==> src/rtl/freq_ramp_ctrl.sv <==
// Frequency ramp sequencer: soft-starts, ramps and soft-stops the live frequency code for the PWM datapath.
// Optional fault latch is built in when FREQ_RAMP_FAULT_EN is defined.
module freq_ramp_ctrl #(
  parameter int unsigned RAMP_DIV   = 500000,
  parameter logic [7:0]  FREQ_MAX   = 8'd200,
  parameter logic [7:0]  FREQ_START = 8'd1
) (
  input  logic       clk,
  input  logic       resetn,
  input  logic       cmd_valid,
  input  logic [7:0] cmd_freq,
  input  logic       estop,
`ifdef FREQ_RAMP_FAULT_EN
  input  logic       fault_in,
  input  logic       fault_clr,
  output logic       fault,
`endif
  output logic [7:0] freq,
  output logic       pwm_en,
  output logic       busy,
  output logic       at_target,
  output logic [1:0] state
);

  localparam int unsigned   CW       = $clog2(RAMP_DIV);
  localparam logic [CW-1:0] TICK_VAL = CW'(RAMP_DIV - 1);

  typedef enum logic [1:0] {
    ST_IDLE  = 2'd0,
    ST_ACCEL = 2'd1,
    ST_RUN   = 2'd2,
    ST_DECEL = 2'd3
  } state_t;

  state_t        state_q, state_d;
  logic [7:0]    freq_q, freq_d;
  logic [7:0]    target_q, target_d;
  logic [CW-1:0] cnt_q, cnt_d;
  logic          pwm_en_q, pwm_en_d;
  logic          busy_q, busy_d;
  logic          at_target_q, at_target_d;

  logic          tick;
  logic          force_stop;
  logic          cmd_ok;
  logic [7:0]    cmd_target;
  logic [7:0]    dec_floor;

  // cmd_valid is a one-cycle strobe with no ready: every strobe is taken
  // unless a forced stop (or a latched fault) is active in that cycle.
`ifdef FREQ_RAMP_FAULT_EN
  logic fault_q, fault_d;

  assign force_stop = estop | fault_in;
  assign cmd_ok     = cmd_valid & ~force_stop & ~fault_q;
  assign fault      = fault_q;

  always_comb begin
    fault_d = fault_q;
    if (fault_in)       fault_d = 1'b1;
    else if (fault_clr) fault_d = 1'b0;
  end
`else
  assign force_stop = estop;
  assign cmd_ok     = cmd_valid & ~estop;
`endif

  assign tick      = (cnt_q == TICK_VAL);
  assign dec_floor = (target_q > FREQ_START) ? target_q : FREQ_START;

  always_comb begin
    cmd_target = cmd_freq;
    if (cmd_freq == 8'h00 || cmd_freq == 8'hFF) cmd_target = 8'h00;
    else if (cmd_freq > FREQ_MAX)               cmd_target = FREQ_MAX;
    else if (cmd_freq < FREQ_START)             cmd_target = FREQ_START;
  end

  always_comb begin
    state_d  = state_q;
    freq_d   = freq_q;
    target_d = target_q;
    cnt_d    = cnt_q;
    pwm_en_d = pwm_en_q;

    if (force_stop) begin
      state_d  = ST_IDLE;
      freq_d   = 8'd0;
      target_d = 8'd0;
      cnt_d    = '0;
      pwm_en_d = 1'b0;
    end else begin
      if (cmd_ok) target_d = cmd_target;

      // Direction decisions use the registered target, so a command that
      // lands on a tick only takes effect on the following cycle.
      case (state_q)
        ST_IDLE: begin
          cnt_d = '0;
          if (target_q != 8'd0) begin
            state_d  = ST_ACCEL;
            freq_d   = FREQ_START;
            pwm_en_d = 1'b1;
          end
        end
        ST_ACCEL: begin
          cnt_d = tick ? '0 : cnt_q + CW'(1);
          if (target_q < freq_q) begin
            state_d = ST_DECEL;
          end else if (target_q == freq_q) begin
            state_d = ST_RUN;
            cnt_d   = '0;
          end else if (tick) begin
            freq_d = freq_q + 8'd1;
          end
        end
        ST_RUN: begin
          cnt_d = '0;
          if (target_q > freq_q)      state_d = ST_ACCEL;
          else if (target_q < freq_q) state_d = ST_DECEL;
        end
        ST_DECEL: begin
          cnt_d = tick ? '0 : cnt_q + CW'(1);
          if (target_q > freq_q) begin
            state_d = ST_ACCEL;
          end else if (target_q != 8'd0 && target_q == freq_q) begin
            state_d = ST_RUN;
            cnt_d   = '0;
          end else if (tick) begin
            if (freq_q > dec_floor) begin
              freq_d = freq_q - 8'd1;
            end else if (target_q == 8'd0) begin
              state_d  = ST_IDLE;
              freq_d   = 8'd0;
              pwm_en_d = 1'b0;
              cnt_d    = '0;
            end
          end
        end
        default: state_d = ST_IDLE;
      endcase
    end

    busy_d      = (state_d == ST_ACCEL) || (state_d == ST_DECEL);
    at_target_d = (state_d == ST_RUN);
  end

  always_ff @(posedge clk or negedge resetn) begin
    if (!resetn) begin
      state_q     <= ST_IDLE;
      freq_q      <= 8'd0;
      target_q    <= 8'd0;
      cnt_q       <= '0;
      pwm_en_q    <= 1'b0;
      busy_q      <= 1'b0;
      at_target_q <= 1'b0;
`ifdef FREQ_RAMP_FAULT_EN
      fault_q     <= 1'b0;
`endif
    end else begin
      state_q     <= state_d;
      freq_q      <= freq_d;
      target_q    <= target_d;
      cnt_q       <= cnt_d;
      pwm_en_q    <= pwm_en_d;
      busy_q      <= busy_d;
      at_target_q <= at_target_d;
`ifdef FREQ_RAMP_FAULT_EN
      fault_q     <= fault_d;
`endif
    end
  end

  assign freq      = freq_q;
  assign pwm_en    = pwm_en_q;
  assign busy      = busy_q;
  assign at_target = at_target_q;
  assign state     = state_q;

endmodule

==> config.mk <==
export PLATFORM = sky130hd
export DESIGN_NAME = freq_ramp_ctrl
export DESIGN_NICKNAME = d
export VERILOG_FILES = /design/src/rtl/freq_ramp_ctrl.sv
export SDC_FILE = /design/constraint.sdc
export NUM_CORES = 1
export LEC_CHECK = 0
export CORE_ASPECT_RATIO = 1.5
export CORE_MARGIN = 3
export CORE_UTILIZATION = 50
export DETAILED_ROUTE_END_ITERATION = 6
export PLACE_DENSITY = 0.77
export SYNTH_ARGS = -nofsm -noshare
export SYNTH_HDL_FRONTEND = slang
export SYNTH_SLANG_ARGS = --single-unit
==> constraint.sdc <==
create_clock -name clk -period 2.7 [get_ports clk]
set_clock_uncertainty 0.2 [all_clocks]
set_input_delay 0.54 -clock clk [delete_from_list [all_inputs] [get_ports clk]]
set_output_delay 0.54 -clock clk [all_outputs]
set_load 0.01 [all_outputs]
==> impl_results.md, run 1 <==
- Cell family with most CP delay: simple AND/OR/NAND/NOR gates
- Syn nets: 360
- Worst setup SP type: flop
- Worst-skew pair later-pin latency: 0.30 ns
- Worst-Margin Slew: about 0.87 ns
- # setup viols final: 2
- Final WL: 7390 um
- Die Y: 99.0 um
- Sequential area share after synthesis: 33.8%
- Min-Delay Path Class: input port to async pin
- Hold Vio Cnt, Final: 0
- Via-to-Cell Ratio: 6.05
- First-pass GRT wire length: approximately 12000 um
- Crit path largest cell delay: 0.42 ns
- CTS Hold Bufs: 0
- RSZ-0062 raised after global routing: yes
- Period minus WS final: 2.72 ns
- DPL Wire Length: 5380 um
- Ant diodes: 0
- Gate count of the mapped netlist: 325
- PwrDens: a little over 700 nW/um^2
- Initial antenna violation count: 0
- Yosys warns: 0
- Number of remaining DRC errors: 0
- Cell Area, Synth: 2880 um^2
- CTS root buf: clkbuf_8
- # IOs: 25
- H-tree levels: 2
- Failing checks: negative setup slack
- CP most frequent cell: buf_4
- Top FF cell, synth: dfrtp_1
- Reg-to-reg slack, setup: -0.02 ns
- P_leak: 1.44 nW
- Starting density of the core: between 50% and 60%
- Final design utilization: ~64%
- Clk buf depth: 2
- CTS tree: yes
- Synth-to-Final Area Change: 22.5%
- 1st-iter DRT viols: 223
- FP Rows: 33
- DIE WIDTH: 68.0 um
- Slew Limit Fails: 0
- Setup ws final: -0.0159 ns
- DR WL/cell: between 15 and 20 um
- Slew HR: 41.9%
- FF-to-FF path depth: 10
- Port bufs: 24
- Most common cell after layout, fill and taps aside: nor2_1
- Gr ovfl total: 0
- GPL Wtd Cong: roughly 0.90
- CTS sink cnt: 39
- Share of post-route cells with drive strength above 1: between 15 and 20%
- Total iterations of the first detailed-routing run: 5
- Post-route clock period utilization: 101%
- Synth Register Bits: 39
- Worst vdd ir: ~0.00048 V
- Cell Area, Placed: 3290 um^2
- Avg Inst Size Synth: 8.87 um^2
- Pin count of the biggest net entering global routing: 40
- Number of global-route vias before repair: 2701
- Hold_ws: roughly 0.15 ns
- Post-synth EDFFs: 0
- Largest fanout on the critical path: 7
- Data required, critical path: roughly 2.7 ns
- WP data arrival: 2.75 ns
- Num CTS Buffers: 5
- Worst Path Buf+Inv: 2
- Max-cap violations: 0
- Fmax: 368 MHz
- Die Area: ~6700 um^2
- Status: finished, violations left
- Core box area: roughly 5500 um^2
- Final instance area: 3530 um^2
- CP Capture Type: flop
- Final #Nets: 404
- Synth async-reset ratio: 100%
- Clock Pin Slew Worst Setup and Hold Paths: 0.08 ns
- Crit-path cells: buf_4 -> ha_1 -> nand4_1 -> or2_1 -> a21oi_1 -> o21ai_0 -> nor4_1 -> a2111oi_2 -> buf_4 -> nor2b_1
- CP Class: flop to flop
- All-Layer GR Usage: around a quarter
- Worst path depth: 10
- Worst-path cell with the longest stage delay: dfrtp_1
- Routed Antenna Nets: 0
- Distinct cell type count after synthesis: between 60 and 70
- Vias: roughly 2.7k
- Most frequent cells in the layout: 40 x nor2_1, 38 x dfrtp_1, 31 x nand2_1
- # fillers: 467
cells in the mapped netlist, types with 2 or more instances:
| master | instances | area [um^2] |
|---|---|---|
| nor2_1 | 41 | 154 |
| dfrtp_1 | 39 | 976 |
| nand2_1 | 32 | 120 |
| ha_1 | 23 | 288 |
| inv_1 | 23 | 86.3 |
| xnor2_1 | 12 | 105 |
| o21ai_0 | 11 | 55.1 |
| nand3_1 | 10 | 50.1 |
| a21oi_1 | 9 | 45.0 |
| nand4_1 | 9 | 56.3 |
| xor2_1 | 9 | 78.8 |
| nor3_1 | 8 | 40.0 |
| a22o_1 | 7 | 61.3 |
| a31oi_1 | 4 | 25.0 |
| and2_1 | 4 | 25.0 |
| and3_1 | 4 | 25.0 |
| nor2b_1 | 4 | 25.0 |
| nor4_1 | 4 | 25.0 |
| buf_2 | 3 | 15.0 |
| buf_4 | 3 | 22.5 |
| mux2i_1 | 3 | 30.0 |
| o211ai_1 | 3 | 22.5 |
| a2111oi_0 | 2 | 17.5 |
| a211oi_1 | 2 | 15.0 |
| a21o_1 | 2 | 15.0 |
| a22oi_1 | 2 | 15.0 |
| a31o_2 | 2 | 17.5 |
| clkbuf_1 | 2 | 7.51 |
| nand2b_1 | 2 | 12.5 |
| o2111ai_1 | 2 | 17.5 |
| o211a_1 | 2 | 20.0 |
| o21ai_1 | 2 | 10.0 |
| o22ai_1 | 2 | 12.5 |
| o311a_1 | 2 | 20.0 |
| o32ai_1 | 2 | 17.5 |
stage by stage:
stage	setup WS [ns]	power [mW]	std cells	setup TNS (ns)
global route	-0.134	2.74	439	-0.496
global placement	-0.0304	1.86	428	-0.0304
CTS	0.0150	2.39	436	0
floorplan	0.0685	1.49	325	0
finish	-0.0159	2.56	439	-0.0197
detailed placement	-0.0392	1.88	428	-0.0902
what timing repair did:
action | in CTS | in global routing
setup endpoints to repair | 4 | 12
buffers inserted | 1 | 3
gates resized for setup | 1 | 21
endpoints found under the hold margin | 0 | 0
pin swaps | 1 | 6
routing by layer:
layer | global-route usage (%) | up-vias | wire (um)
li1 | - | 1272 | -
met1 | 26.8 | 1267 | 2910
met2 | 40.5 | 92 | 3880
met3 | 3.19 | 26 | 329
met4 | 11.6 | 0 | 269
met5 | 0 | - | 0
worst reg2reg max path, stage by stage, from the launching register on:
cell       delay [ns]
dfrtp_1          0.42
buf_4            0.16
ha_1             0.29
nand4_1          0.15
or2_1            0.38
a21oi_1          0.21
o21ai_0          0.13
nor4_1           0.38
a2111oi_2        0.10
buf_4            0.15
nor2b_1          0.09
power by group:
group / internal, mW / switching (mW)
Clock: 0.270 / 0.217
Combinational: 0.611 / 0.761
Sequential: 0.639 / 0.0629
worst paths after layout:
check                                         from                   to
min in group clk                cnt_q[0]$_DFF_PN0_   cnt_q[0]$_DFF_PN0_
max in group asynchronous                   resetn  freq[5]$_DFFE_PN0P_
max reg2reg                target_q[7]$_DFFE_PN0P_  at_target$_DFF_PN0_
min reg2reg                     cnt_q[0]$_DFF_PN0_   cnt_q[0]$_DFF_PN0_
min                                         resetn   pwm_en$_DFFE_PN0P_
max                        target_q[7]$_DFFE_PN0P_  at_target$_DFF_PN0_
cells by family after synthesis:
group,synth area share (%)
flops,33.8
mux,1.04
compound gates,21.0
simple gates,22.5
xor+xnor,6.38
buf+inv,5.34
fa+ha+maj,9.98
state kept, by name, indices dropped and copies added, names as in the netlist:
name	flops
at_target	1
state	2
cnt_q	19
pwm_en	1
target_q	8
freq	8
area by class of cell:
cell class	count	area, um^2	share of cell area [%]
multi-input combinational	252	1850	52.4
sequential	39	977	27.7
clock inverter	2	37.5	1.06
tap	70	87.6	2.48
timing repair buffer	47	420	11.9
inverter	24	90.1	2.55
clock buffer	5	68.8	1.95
No activity file was read; power rests on OpenSTA's default activity.
==> run 2: changes to the inputs <==
--- a/config.mk
+++ b/config.mk
@@ -6,7 +6,7 @@
 export NUM_CORES = 1
 export LEC_CHECK = 0
 export CORE_ASPECT_RATIO = 1.5
-export CORE_MARGIN = 3
+export CORE_MARGIN = 2
 export CORE_UTILIZATION = 50
 export DETAILED_ROUTE_END_ITERATION = 6
 export PLACE_DENSITY = 0.77
==> run 2 against run 1 <==
Against the previous run: the run ends with design-rule violations left; maximum frequency is 2.8% higher; worst setup slack better by 0.074 ns; cell area is 0.18% higher; clock power hardly changed; sequential cell count stayed put; core utilization increased by 0.11 points; largest cell class unchanged; largest power group unchanged.
==> impl_results.md, run 2 (synthesized netlist as in run 1, its figures left out) <==
- Status: finished, violations left (unchanged)
- Failing checks: design-rule violations (was negative setup slack)
- Worst setup SP type: flop (unchanged)
- Post-route clock period utilization: 97.8% (was 101%)
- CP Class: flop to flop (unchanged)
- Final #Nets: 404 (unchanged)
- Worst-path cell with the longest stage delay: dfrtp_2 (was dfrtp_1)
- Max-cap violations: 0 (unchanged)
- RSZ-0062 raised after global routing: yes (unchanged)
- Reg power frac: 27.5% (was 27.4%)
- Total iterations of the first detailed-routing run: 6 (was 5)
- Number of remaining DRC errors: 1 (was 0)
- WP data arrival: 2.66 ns (was 2.75 ns)
- FP Rows: 33 (unchanged)
- Hold Vio Cnt, Final: 0 (unchanged)
- Setup TNS: 0 ns (was -0.0197 ns)
- PwrDens: 724 nW/um^2 (was 725 nW/um^2)
- Via-to-Cell Ratio: 6.02 (was 6.05)
- GPL Wtd Cong: 0.886 (was 0.899)
- # IOs: 25 (unchanged)
- Number of global-route vias before repair: 2600 (was 2701)
- Fmax: 379 MHz (was 368 MHz)
- Port bufs: 24 (unchanged)
- Clk buf depth: 2 (unchanged)
- CTS root buf: clkbuf_8 (unchanged)
- First-pass GRT wire length: 12100 um (was 12200 um)
- DPL Wire Length: 5400 um (was 5380 um)
- Largest register FFs: 19 (unchanged)
- Slew Limit Fails: 0 (unchanged)
- Final WL: 7310 um (was 7390 um)
- Period minus WS final: 2.64 ns (was 2.72 ns)
- Slew HR: 41.1% (was 41.9%)
- Starting density of the core: 52.1% (unchanged)
- Reg with most FFs: cnt_q (unchanged)
- Synth-to-Final Area Change: 22.7% (was 22.5%)
- Dpl cells: 426 (was 428)
- Non-filler cells, final: 439 (unchanged)
- Min-Delay Path Class: input port to async pin (unchanged)
- Most common cell after layout, fill and taps aside: nor2_1 (unchanged)
- Crit path largest cell delay: 0.45 ns (was 0.42 ns)
- Hold_ws: 0.159 ns (was 0.154 ns)
- Data required, critical path: 2.72 ns (was 2.73 ns)
- Vias: 2644 (was 2657)
- Internal: 1.52 mW (about the same)
- Clk network pwr share: 19.0% (about the same)
- Routed Antenna Nets: 0 (unchanged)
- All-Layer GR Usage: 24.2% (was 23.3%)
- Ant diodes: 0 (unchanged)
- Share of post-route cells with drive strength above 1: 16.8% (was 16.5%)
- Die Y: 97.0 um (was 99.0 um)
- CTS sink cnt: 39 (unchanged)
- Gr ovfl total: 0 (unchanged)
- # setup viols final: 0 (was 2)
- Worst vdd ir: 0.000405 V (was 0.000476 V)
- Num CTS Buffers: 5 (unchanged)
- Pre-CTS setup slack: -0.0610 ns (was -0.0392 ns)
- Switching power: 1.04 mW (about the same)
- Worst Path Buf+Inv: 1 (was 2)
- Crit-path cells: nor4_4 -> a41o_1 -> ha_1 -> nor2b_1 -> o21ai_2 -> buf_4 -> nand4bb_4 -> a21oi_4 -> a22oi_4 -> a31o_2 -> a22oi_2 (was buf_4 -> ha_1 -> nand4_1 -> or2_1 -> a21oi_1 -> o21ai_0 -> nor4_1 -> a2111oi_2 -> buf_4 -> nor2b_1)
- Most frequent cells in the layout: 41 x nor2_1, 36 x dfrtp_1, 31 x nand2_1 (was 40 x nor2_1, 38 x dfrtp_1, 31 x nand2_1)
- Worst-skew pair later-pin latency: 0.29 ns (was 0.30 ns)
- Switching share of total power: 40.5% (was 40.6%)
- Core box area: 5530 um^2 (unchanged)
- Worst-Margin Slew: 0.883 ns (was 0.872 ns)
- DR WL/cell: 16.6 um (was 16.8 um)
- Die Area: 6400 um^2 (was 6730 um^2)
- CP Capture Type: flop (unchanged)
- Setup ws final: 0.0584 ns (was -0.0159 ns)
- Initial antenna violation count: 0 (unchanged)
- Gate power share: 53.5% (was 53.6%)
- P_leak: 1.44 nW (about the same)
- Largest fanout on the critical path: 7 (unchanged)
- Clock Pin Slew Worst Setup and Hold Paths: 0.08 ns (about the same)
- Cell family with most CP delay: compound AO/OA/AOI/OAI gates (was simple AND/OR/NAND/NOR gates)
- H-tree levels: 2 (unchanged)
- 1st-iter DRT viols: 228 (was 223)
- CTS tree: yes (unchanged)
- Pin count of the biggest net entering global routing: 40 (unchanged)
- DIE WIDTH: 66.0 um (was 68.0 um)
run 2: through the flow:
step | power, mW | instance area, um^2 | utilization, %
floorplan | 1.49 | 2880 | -
global placement | 1.84 | 3270 | 59.1
detailed placement | 1.87 | 3270 | 59.1
CTS | 2.38 | 3400 | 61.5
global route | 2.74 | 3540 | 64.0
finish | 2.56 | 3540 | 64.0
run 2: area by class of cell:
class	count	area, um^2
fillers	465	1990
multi-input cells	252	1860
flip-flops and latches	39	980
repair buffers	47	420
inverters	24	90.1
well taps	70	87.6
clock buffers	5	68.8
clock inverters	2	37.5
run 2: metal layers:
layer | track usage (%) | share of wire, %
met5 | 0 | 0
met4 | 9.11 | 3.3
met3 | 3.60 | 3.4
met2 | 43.8 | 55
met1 | 27.7 | 38
run 2: what timing repair did:
action,4_1_cts,5_1_grt
endpoints found under the setup margin,9,31
gates resized for setup,1,22
hold buffers,0,0
pin swaps,1,10
buffers inserted,1,5
run 2: worst reg2reg max path: stages, from the launching register on:
cell	delay, ns
dfrtp_2	0.45
nor4_4	0.30
a41o_1	0.20
ha_1	0.15
nor2b_1	0.06
o21ai_2	0.15
buf_4	0.14
nand4bb_4	0.14
a21oi_4	0.21
a22oi_4	0.14
a31o_2	0.27
a22oi_2	0.16
run 2: worst paths after layout:
path	from	to	slack [ns]	cells after the start
max in group asynchronous	resetn	target_q[5]$_DFFE_PN0P_	1.53	1
setup / recovery	target_q[4]$_DFFE_PN0P_	freq[0]$_DFFE_PN0P_	0.06	11
hold / removal	resetn	freq[3]$_DFFE_PN0P_	0.16	1
setup reg to reg	target_q[4]$_DFFE_PN0P_	freq[0]$_DFFE_PN0P_	0.06	11
min in group clk	cnt_q[0]$_DFF_PN0_	cnt_q[0]$_DFF_PN0_	0.29	1
hold reg to reg	cnt_q[0]$_DFF_PN0_	cnt_q[0]$_DFF_PN0_	0.29	1
run 2: power groups by stage:
stage | registers [mW] | clock network [mW] | logic [mW]
global route | 0.714 | 0.522 | 1.50
global placement | 0.711 | 0 | 1.13
finish | 0.704 | 0.486 | 1.37
detailed placement | 0.711 | 0 | 1.16
floorplan | 0.731 | 0 | 0.761
CTS | 0.699 | 0.493 | 1.19
==> run 3: changes to the inputs <==
--- a/config.mk
+++ b/config.mk
@@ -8,6 +8,7 @@
 export CORE_ASPECT_RATIO = 1.5
 export CORE_MARGIN = 2
 export CORE_UTILIZATION = 50
+export CTS_CLUSTER_DIAMETER = 100
 export DETAILED_ROUTE_END_ITERATION = 6
 export PLACE_DENSITY = 0.77
 export SYNTH_ARGS = -nofsm -noshare
==> results of run 3 <==
Same layout as run 2: the final DEF is identical, and so are final timing and power.
